`src/rtl/bnn_conv_engine.sv`:
```
// bnn_conv_engine: time-multiplexed binary conv stage, XNOR-popcount-threshold over LANES channels per cycle
module bnn_conv_engine #(
  parameter int WINDOW_BITS = 72,
  parameter int NUM_OUT_CH = 16,
  parameter int LANES = 4,
  parameter int THRESH = 36,
  localparam int CW = $clog2(WINDOW_BITS + 1),
  localparam int CHW = $clog2(NUM_OUT_CH)
) (
  input  logic                   clk,
  input  logic                   rst,
  input  logic                   in_valid,
  output logic                   in_ready,
  input  logic [WINDOW_BITS-1:0] in_window,
  output logic                   out_valid,
  input  logic                   out_ready,
  output logic [NUM_OUT_CH-1:0]  out_data,
  input  logic                   cfg_we,
  input  logic [CHW-1:0]         cfg_ch,
  input  logic [WINDOW_BITS-1:0] cfg_weight,
  input  logic [CW-1:0]          cfg_thresh,
  output logic                   cfg_busy
);
  localparam int G = NUM_OUT_CH / LANES;
  localparam int GW = G > 1 ? $clog2(G) : 1;
  if (NUM_OUT_CH % LANES != 0) begin : g_bad_lanes
    $error("NUM_OUT_CH must be a multiple of LANES");
  end
  typedef enum logic [1:0] {IDLE, CALC, HOLD} state_t;
  state_t state;
  logic [GW-1:0] grp;
  logic [WINDOW_BITS-1:0] win;
  logic [WINDOW_BITS-1:0] weight [NUM_OUT_CH];
  logic [CW-1:0] thresh [NUM_OUT_CH];
  logic [LANES-1:0] lane_out;
  function automatic logic [CW-1:0] popcnt(input logic [WINDOW_BITS-1:0] v);
    popcnt = '0;
    for (int i = 0; i < WINDOW_BITS; i++) popcnt += CW'(v[i]);
  endfunction
  always_comb begin
    lane_out = '0;
    for (int l = 0; l < LANES; l++)
      lane_out[l] = popcnt(~(win ^ weight[CHW'(int'(grp) * LANES + l)])) > thresh[CHW'(int'(grp) * LANES + l)];
  end
  assign in_ready = (state == IDLE) && !cfg_we;
  assign cfg_busy = state != IDLE;
  always_ff @(posedge clk or posedge rst) begin
    if (rst) begin
      state <= IDLE;
      grp <= '0;
      out_valid <= 1'b0;
      out_data <= '0;
      win <= '0;
      for (int c = 0; c < NUM_OUT_CH; c++) begin
        weight[c] <= '0;
        thresh[c] <= CW'(THRESH);
      end
    end else begin
      case (state)
        IDLE:
          if (cfg_we) begin
            for (int c = 0; c < NUM_OUT_CH; c++)
              if (cfg_ch == CHW'(c)) begin
                weight[c] <= cfg_weight;
                thresh[c] <= cfg_thresh;
              end
          end else if (in_valid) begin
            win <= in_window;
            out_data <= '0;
            grp <= '0;
            state <= CALC;
          end
        CALC: begin
          out_data[int'(grp) * LANES +: LANES] <= lane_out;
          grp <= grp + 1'b1;
          if (grp == GW'(G - 1)) begin
            out_valid <= 1'b1;
            state <= HOLD;
          end
        end
        HOLD:
          if (out_ready) begin
            out_valid <= 1'b0;
            state <= IDLE;
          end
        default: state <= IDLE;
      endcase
    end
  end
endmodule

```
`config.mk`:
```
export PLATFORM = sky130hd
export DESIGN_NAME = bnn_conv_engine
export DESIGN_NICKNAME = d
export VERILOG_FILES = /design/src/rtl/bnn_conv_engine.sv
export SDC_FILE = /design/constraint.sdc
export NUM_CORES = 2
export LEC_CHECK = 0
export ABC_AREA = 1
export CAP_MARGIN = 10
export CORE_MARGIN = 2
export CORE_UTILIZATION = 25
export DETAILED_ROUTE_END_ITERATION = 10
export GPL_TIMING_DRIVEN = 0
export HOLD_SLACK_MARGIN = 0.1
export SLEW_MARGIN = 0
export SYNTH_ARGS = -nofsm -noshare
export SYNTH_HDL_FRONTEND = slang
export SYNTH_SLANG_ARGS = --single-unit
```
`constraint.sdc`:
```
create_clock -name clk -period 83.7 [get_ports clk]
set_input_delay 16.74 -clock clk [delete_from_list [all_inputs] [get_ports clk]]
set_output_delay 16.74 -clock clk [all_outputs]
set_load 0.005 [all_outputs]
```
# ---- Word-level counts from Yosys, hierarchy flattened
# Cells that the tools add are included.
dict set report word_totals {
  latchBits 0
  n_memories 0
  wordCells 437
  rom_bits 0
  input_bits 160
  regBits 1357
  out_inout_bits 19
  ram_bits 0
}
dict set report op_classes {
  addsub 289
  shift 2
  bitwise_logic 13
  n_mux 39
  n_mul 0
  reduce_logical 27
  eq_ne 22
  magnitude_cmp 8
  n_div 0
}
# cell count
set ops {}
lappend ops {{adder 7 x 1 -> 7 bit} 260}
lappend ops {{binary-select mux 72 bit (select 4 bit)} 4}
lappend ops {{two-way mux 72 bit} 8}
lappend ops {{NOT 72 bit} 4}
lappend ops {{bitwise XOR 72 bit} 4}
lappend ops {{binary-select mux 7 bit (select 4 bit)} 4}
lappend ops {{AND reduction 3 bit} 19}
lappend ops {{two-way mux 7 bit} 8}
lappend ops {{negation 4 -> 33 bit} 1}
lappend ops {{variable shift 4 x 33 -> 16 bit (first input constant)} 1}
lappend ops {{indexed part select 4 x 33 -> 16 bit} 1}
lappend ops {{equality test 4 bit (second input constant)} 8}
lappend ops {{two-way mux 16 bit} 2}
lappend ops {{one-hot mux 16 bit (2 select lines)} 1}
lappend ops {{adder 6 x 1 -> 7 bit} 4}
lappend ops {{greater-than comparator 7 bit} 4}
lappend ops {{adder 5 x 1 -> 6 bit} 4}
lappend ops {{adder 4 x 1 -> 5 bit} 4}
lappend ops {{>= comparator 4 x 5 -> 1 bit (second input constant)} 4}
lappend ops {{adder 3 x 1 -> 4 bit} 4}
lappend ops {{bitwise mux 16 bit} 1}
lappend ops {{equality test 4 x 3 -> 1 bit (second input constant)} 4}
lappend ops {{NOT 4 bit} 4}
lappend ops {{adder 2 x 1 -> 3 bit} 4}
lappend ops {{other kinds (21)} 38}

# ---- Longest topological paths before layout
dict set report logic_depth {
  ltp_word 82
  depth_mapped 36
}

# ---- Least setup slack after synthesis
# No wires, ideal clock.
dict set report synth_path {
  path_kind {in2out}
  startpoint {input cfg_we}
  endpoint {output in_ready}
  path_buffers 0
  arrival_ps 16876
  slack_ps 50084
  stages 1
  t_required_ps 66960
  cell_sequence {nor2_1}
}
dict set report synth_via {
  elab_chain_cells 2
}
# element line
set synth_rtl {}
lappend synth_rtl {{start: declaration} 18} ;# input logic cfg_we,
lappend synth_rtl {{logical NOT 1 bit} 45} ;# assign in_ready = (state == IDLE) && !cfg_we;
lappend synth_rtl {{logical AND 1 bit} 45}
lappend synth_rtl {{end: declaration} 13} ;# output logic in_ready,
# Every way passes these cells.

# ---- Final worst setup path
# Ends and elaborated chain as after synthesis.

==> Flow_metrics.wiki <==
{| class="wikitable"
! Metric !! Value
|-
| Die Width || between 500 and 600 um
|-
| Drt via density || between 5 and 6
|-
| CTS max path bufs || 3
|-
| Launching point of the worst reg2reg path || grp[1]
|-
| Slew at the pin closest to its max-slew limit || about 1600 ps
|-
| Critical path's top delay family || buffers and inverters
|-
| Synth cell types || 35
|-
| Layout overhead on the synthesized area || 18.9%
|-
| Cell with the most instances after synthesis || sky130_fd_sc_hd__nand2_1
|-
| Worst flop-to-flop path endpoint || out_data[7]
|-
| Area inside the core boundary || ~0.27 sq mm
|-
| Share of cells above drive strength 1 || 0.0691
|-
| Hold path depth || 2
|-
| Number of top-level pins || ~180
|-
| Routability cong. || between 1 and 1.5
|-
| Fraction of synthesis flops using an asynchronous set or reset pin || 1.00
|-
| Number of maximum-capacitance constraint violations || 8
|-
| Warnings from Yosys || 0
|-
| Violation count after the first detailed-routing iteration || about 10,000
|-
| Count of cells resized by post-cts repair || 0
|-
| CTS clk-pin slew, worst paths || approximately 60 ps
|-
| Clock Sinks || around 1,400
|-
| Critical path capture point type || primary output
|-
| Post-route clock period utilization || 0.413
|-
| Total wire length || 374,000 um
|-
| Cell breakdown of the critical path || clkdlybuf4s50_1, nor2_1, clkdlybuf4s50_1
|-
| Inserted Clock Buffers || 150
|-
| Cell type with the largest total area after synthesis || sky130_fd_sc_hd__dfrtp_1
|-
| Classification of the worst-slack hold path || reg -> reg
|-
| Unrepaired setup endpoints after global routing || no
|-
| Final count of pins violating max slew || a little under 80
|-
| Setup violators final || 0
|-
| Remaining design rule violation count || 0
|-
| Total track usage || 0.264
|-
| Row cnt || roughly 190
|-
| Outcome || finished with violations
|-
| Post-route minimum period || approximately 35,000 ps
|-
| TritonCTS clock tree || built
|-
| Worst Clk Skew || approximately 27 ps
|-
| Average wire per standard cell || ~32 um
|-
| Initial standard-cell utilization of the core || 0.251
|-
| List of most frequent post-synthesis cells || sky130_fd_sc_hd__nand2_1, sky130_fd_sc_hd__o21ai_0, sky130_fd_sc_hd__dfrtp_1
|-
| Seq cells post-synth || 1,357
|-
| Final setup TNS || 0 ps
|-
| Number of nets in the layout || 8,582
|-
| Count of buffers inserted at the top-level ports || roughly 180
|-
| EDFF count, synth || 0
|-
| Number of cells produced by synthesis || between 7,000 and 8,000
|-
| Global-route wire length before repair || 501,000 um
|-
| Antenna Violating Nets Remaining || 0
|-
| Multi-input gate area in the final layout || 0.0293 sq mm
|-
| Data required time at the worst endpoint || roughly 67,000 ps
|-
| Slowest cell on the critical path || sky130_fd_sc_hd__clkdlybuf4s50_1
|-
| Arrival time reported for the critical path endpoint || 17,870 ps
|-
| H-tree levels || 4
|-
| Crit-path max cell delay || 510 ps
|-
| Start point of the worst hold path || thresh[12]
|-
| Failing checks || max-capacitance violations, max-slew violations
|-
| Vias in the first global route || 59,374
|-
| Worst path most repeated cell || sky130_fd_sc_hd__clkdlybuf4s50_1
|-
| CTS Hold Bufs || 0
|-
| CTS root buffer || sky130_fd_sc_hd__clkbuf_16
|-
| Area share of the leading cell type in the synthesized netlist || 0.490
|-
| Total via count in the routed design || 63,788
|-
| Crit Path Category || in -> out
|-
| Maximum fanout along the worst path || 2
|-
| Detailed placement HPWL || between 200,000 and 300,000 um
|-
| Share of synthesized area occupied by flip-flops and latches || 0.502
|-
| End of the worst hold path || thresh[12]
|-
| Syn nets || roughly 8,200
|-
| Worst slew slack as a fraction of its limit || -0.0766
|-
| Setup repair bufs after CTS || 0
|-
| GR Overflow Total || 0
|-
| Later-pin clock latency in the skew report || about 860 ps
|-
| Total buffers and inverters traversed by the critical path || 2
|-
| Antenna violations before repair || between 80 and 90
|-
| Post-Syn Area || 0.0677 sq mm
|-
| Number of optimization iterations in the first detailed-route pass || 9
|-
| Maximum number of pins on one net before global-route repair || 128
|-
| Most used flip-flop cell after synthesis || sky130_fd_sc_hd__dfrtp_1
|-
| Number of filler cells placed in the layout || approximately 29,000
|-
| Avg Cell Area, Syn || between 8 and 9 sq um
|-
| Register area || ~0.034 sq mm
|-
| Startpoint class of the critical path || primary input
|-
| Highest clock frequency the design can meet || just under 30 MHz
|-
| Biggest area contributors in the synthesized netlist || sky130_fd_sc_hd__dfrtp_1, sky130_fd_sc_hd__o21ai_0, sky130_fd_sc_hd__nand2_1
|-
| Die H || around 520 um
|-
| Worst reg-to-reg path cell count || 31
|-
| Final hold violations || 0
|-
| Setup slack of the most critical reg-to-reg path || between 70,000 and 80,000 ps
|-
| Die area || approximately 0.28 sq mm
|}
-- cells in the final DEF (no fill, tap or decap), types with 119 or more instances in the layout --
master                            synthesis  layout
sky130_fd_sc_hd__dfrtp_1               1325    1325
sky130_fd_sc_hd__inv_1                  492     491
sky130_fd_sc_hd__a21oi_1                119     119
sky130_fd_sc_hd__clkbuf_16                0     153
sky130_fd_sc_hd__o21ai_1                242     242
sky130_fd_sc_hd__o22ai_1                224     224
sky130_fd_sc_hd__clkbuf_1               381     368
sky130_fd_sc_hd__fa_1                   244     244
sky130_fd_sc_hd__buf_2                  167     180
sky130_fd_sc_hd__xor2_1                 247     247
sky130_fd_sc_hd__clkdlybuf4s50_1          0     178
sky130_fd_sc_hd__nand2_1               1780    1780
sky130_fd_sc_hd__o21ai_0               1579    1579
sky130_fd_sc_hd__nor2_1                 464     464
-- per-stage QoR --
step           hold WS, ps  utilization  instances  instance area [sq um]  worst slack [ps]
6_report               479        0.298      11825                  80500             49090
5_1_grt                492        0.298      11778                  80400             49020
4_1_cts                477        0.297      11758                  80300             49080
3_5_place_dp           467        0.278      11490                  75200             49090
3_3_place_gp           460        0.274      11432                  74000             11020
2_1_floorplan          448            -       7684                  67700             28760
-- how the worst max path moves through the flow --
stage               startpoint          end  slack (ps)  depth (start not counted)
finish                  cfg_we     in_ready       49090                          3
global route            cfg_we     in_ready       49020                          3
CTS                     cfg_we     in_ready       49080                          3
detailed placement      cfg_we     in_ready       49090                          3
global placement           rst  weight[539]       11020                          2
floorplan                  rst       grp[0]       28760                          1
-- cells by family after synthesis --
family,after synthesis,share of synthesized area
adder cells (fa/ha/maj),344,0.0906
buffers and inverters,1112,0.0648
flip-flops,1357,0.502
AO/OA/AOI/OAI,2212,0.170
AND/OR/NAND/NOR,2355,0.133
XOR/XNOR,304,0.0393
-- tightest hold or removal path, cell delays in order (launching register included) --
cell	delay (ps)
sky130_fd_sc_hd__dfstp_2	370
sky130_fd_sc_hd__nand2_1	50
sky130_fd_sc_hd__o21ai_1	60
-- area by class of cell --
| class | count | share of cell area |
|---|---|---|
| sequential | 1357 | 0.422 |
| multi-input combinational | 5215 | 0.364 |
| clock buffer | 223 | 0.0555 |
| tap | 3570 | 0.0555 |
| timing repair buffer | 242 | 0.0376 |
| buffer | 618 | 0.0324 |
| inverter | 494 | 0.0231 |
| clock inverter | 45 | 0.00758 |
| antenna | 61 | 0.00190 |
-- metal layers --
metal | track usage | wire (um) | vias to the layer above
met5 | 0.0258 | 1370 | -
met4 | 0.217 | 35600 | 81
met3 | 0.109 | 50100 | 1295
met2 | 0.367 | 151000 | 4825
met1 | 0.316 | 136000 | 31755
li1 | - | - | 25832
-- state kept, by name, summed over array words and instances (netlist names) --
| signal | cells |
|---|---|
| out_valid | 1 |
| state | 2 |
| grp | 2 |
| out_data | 16 |
| weight | 1152 |
| thresh | 112 |
| win | 72 |
Power is left out: the tool's default activity adds up to more than one toggle a clock period on the data nets, which glitch-free logic cannot reach.
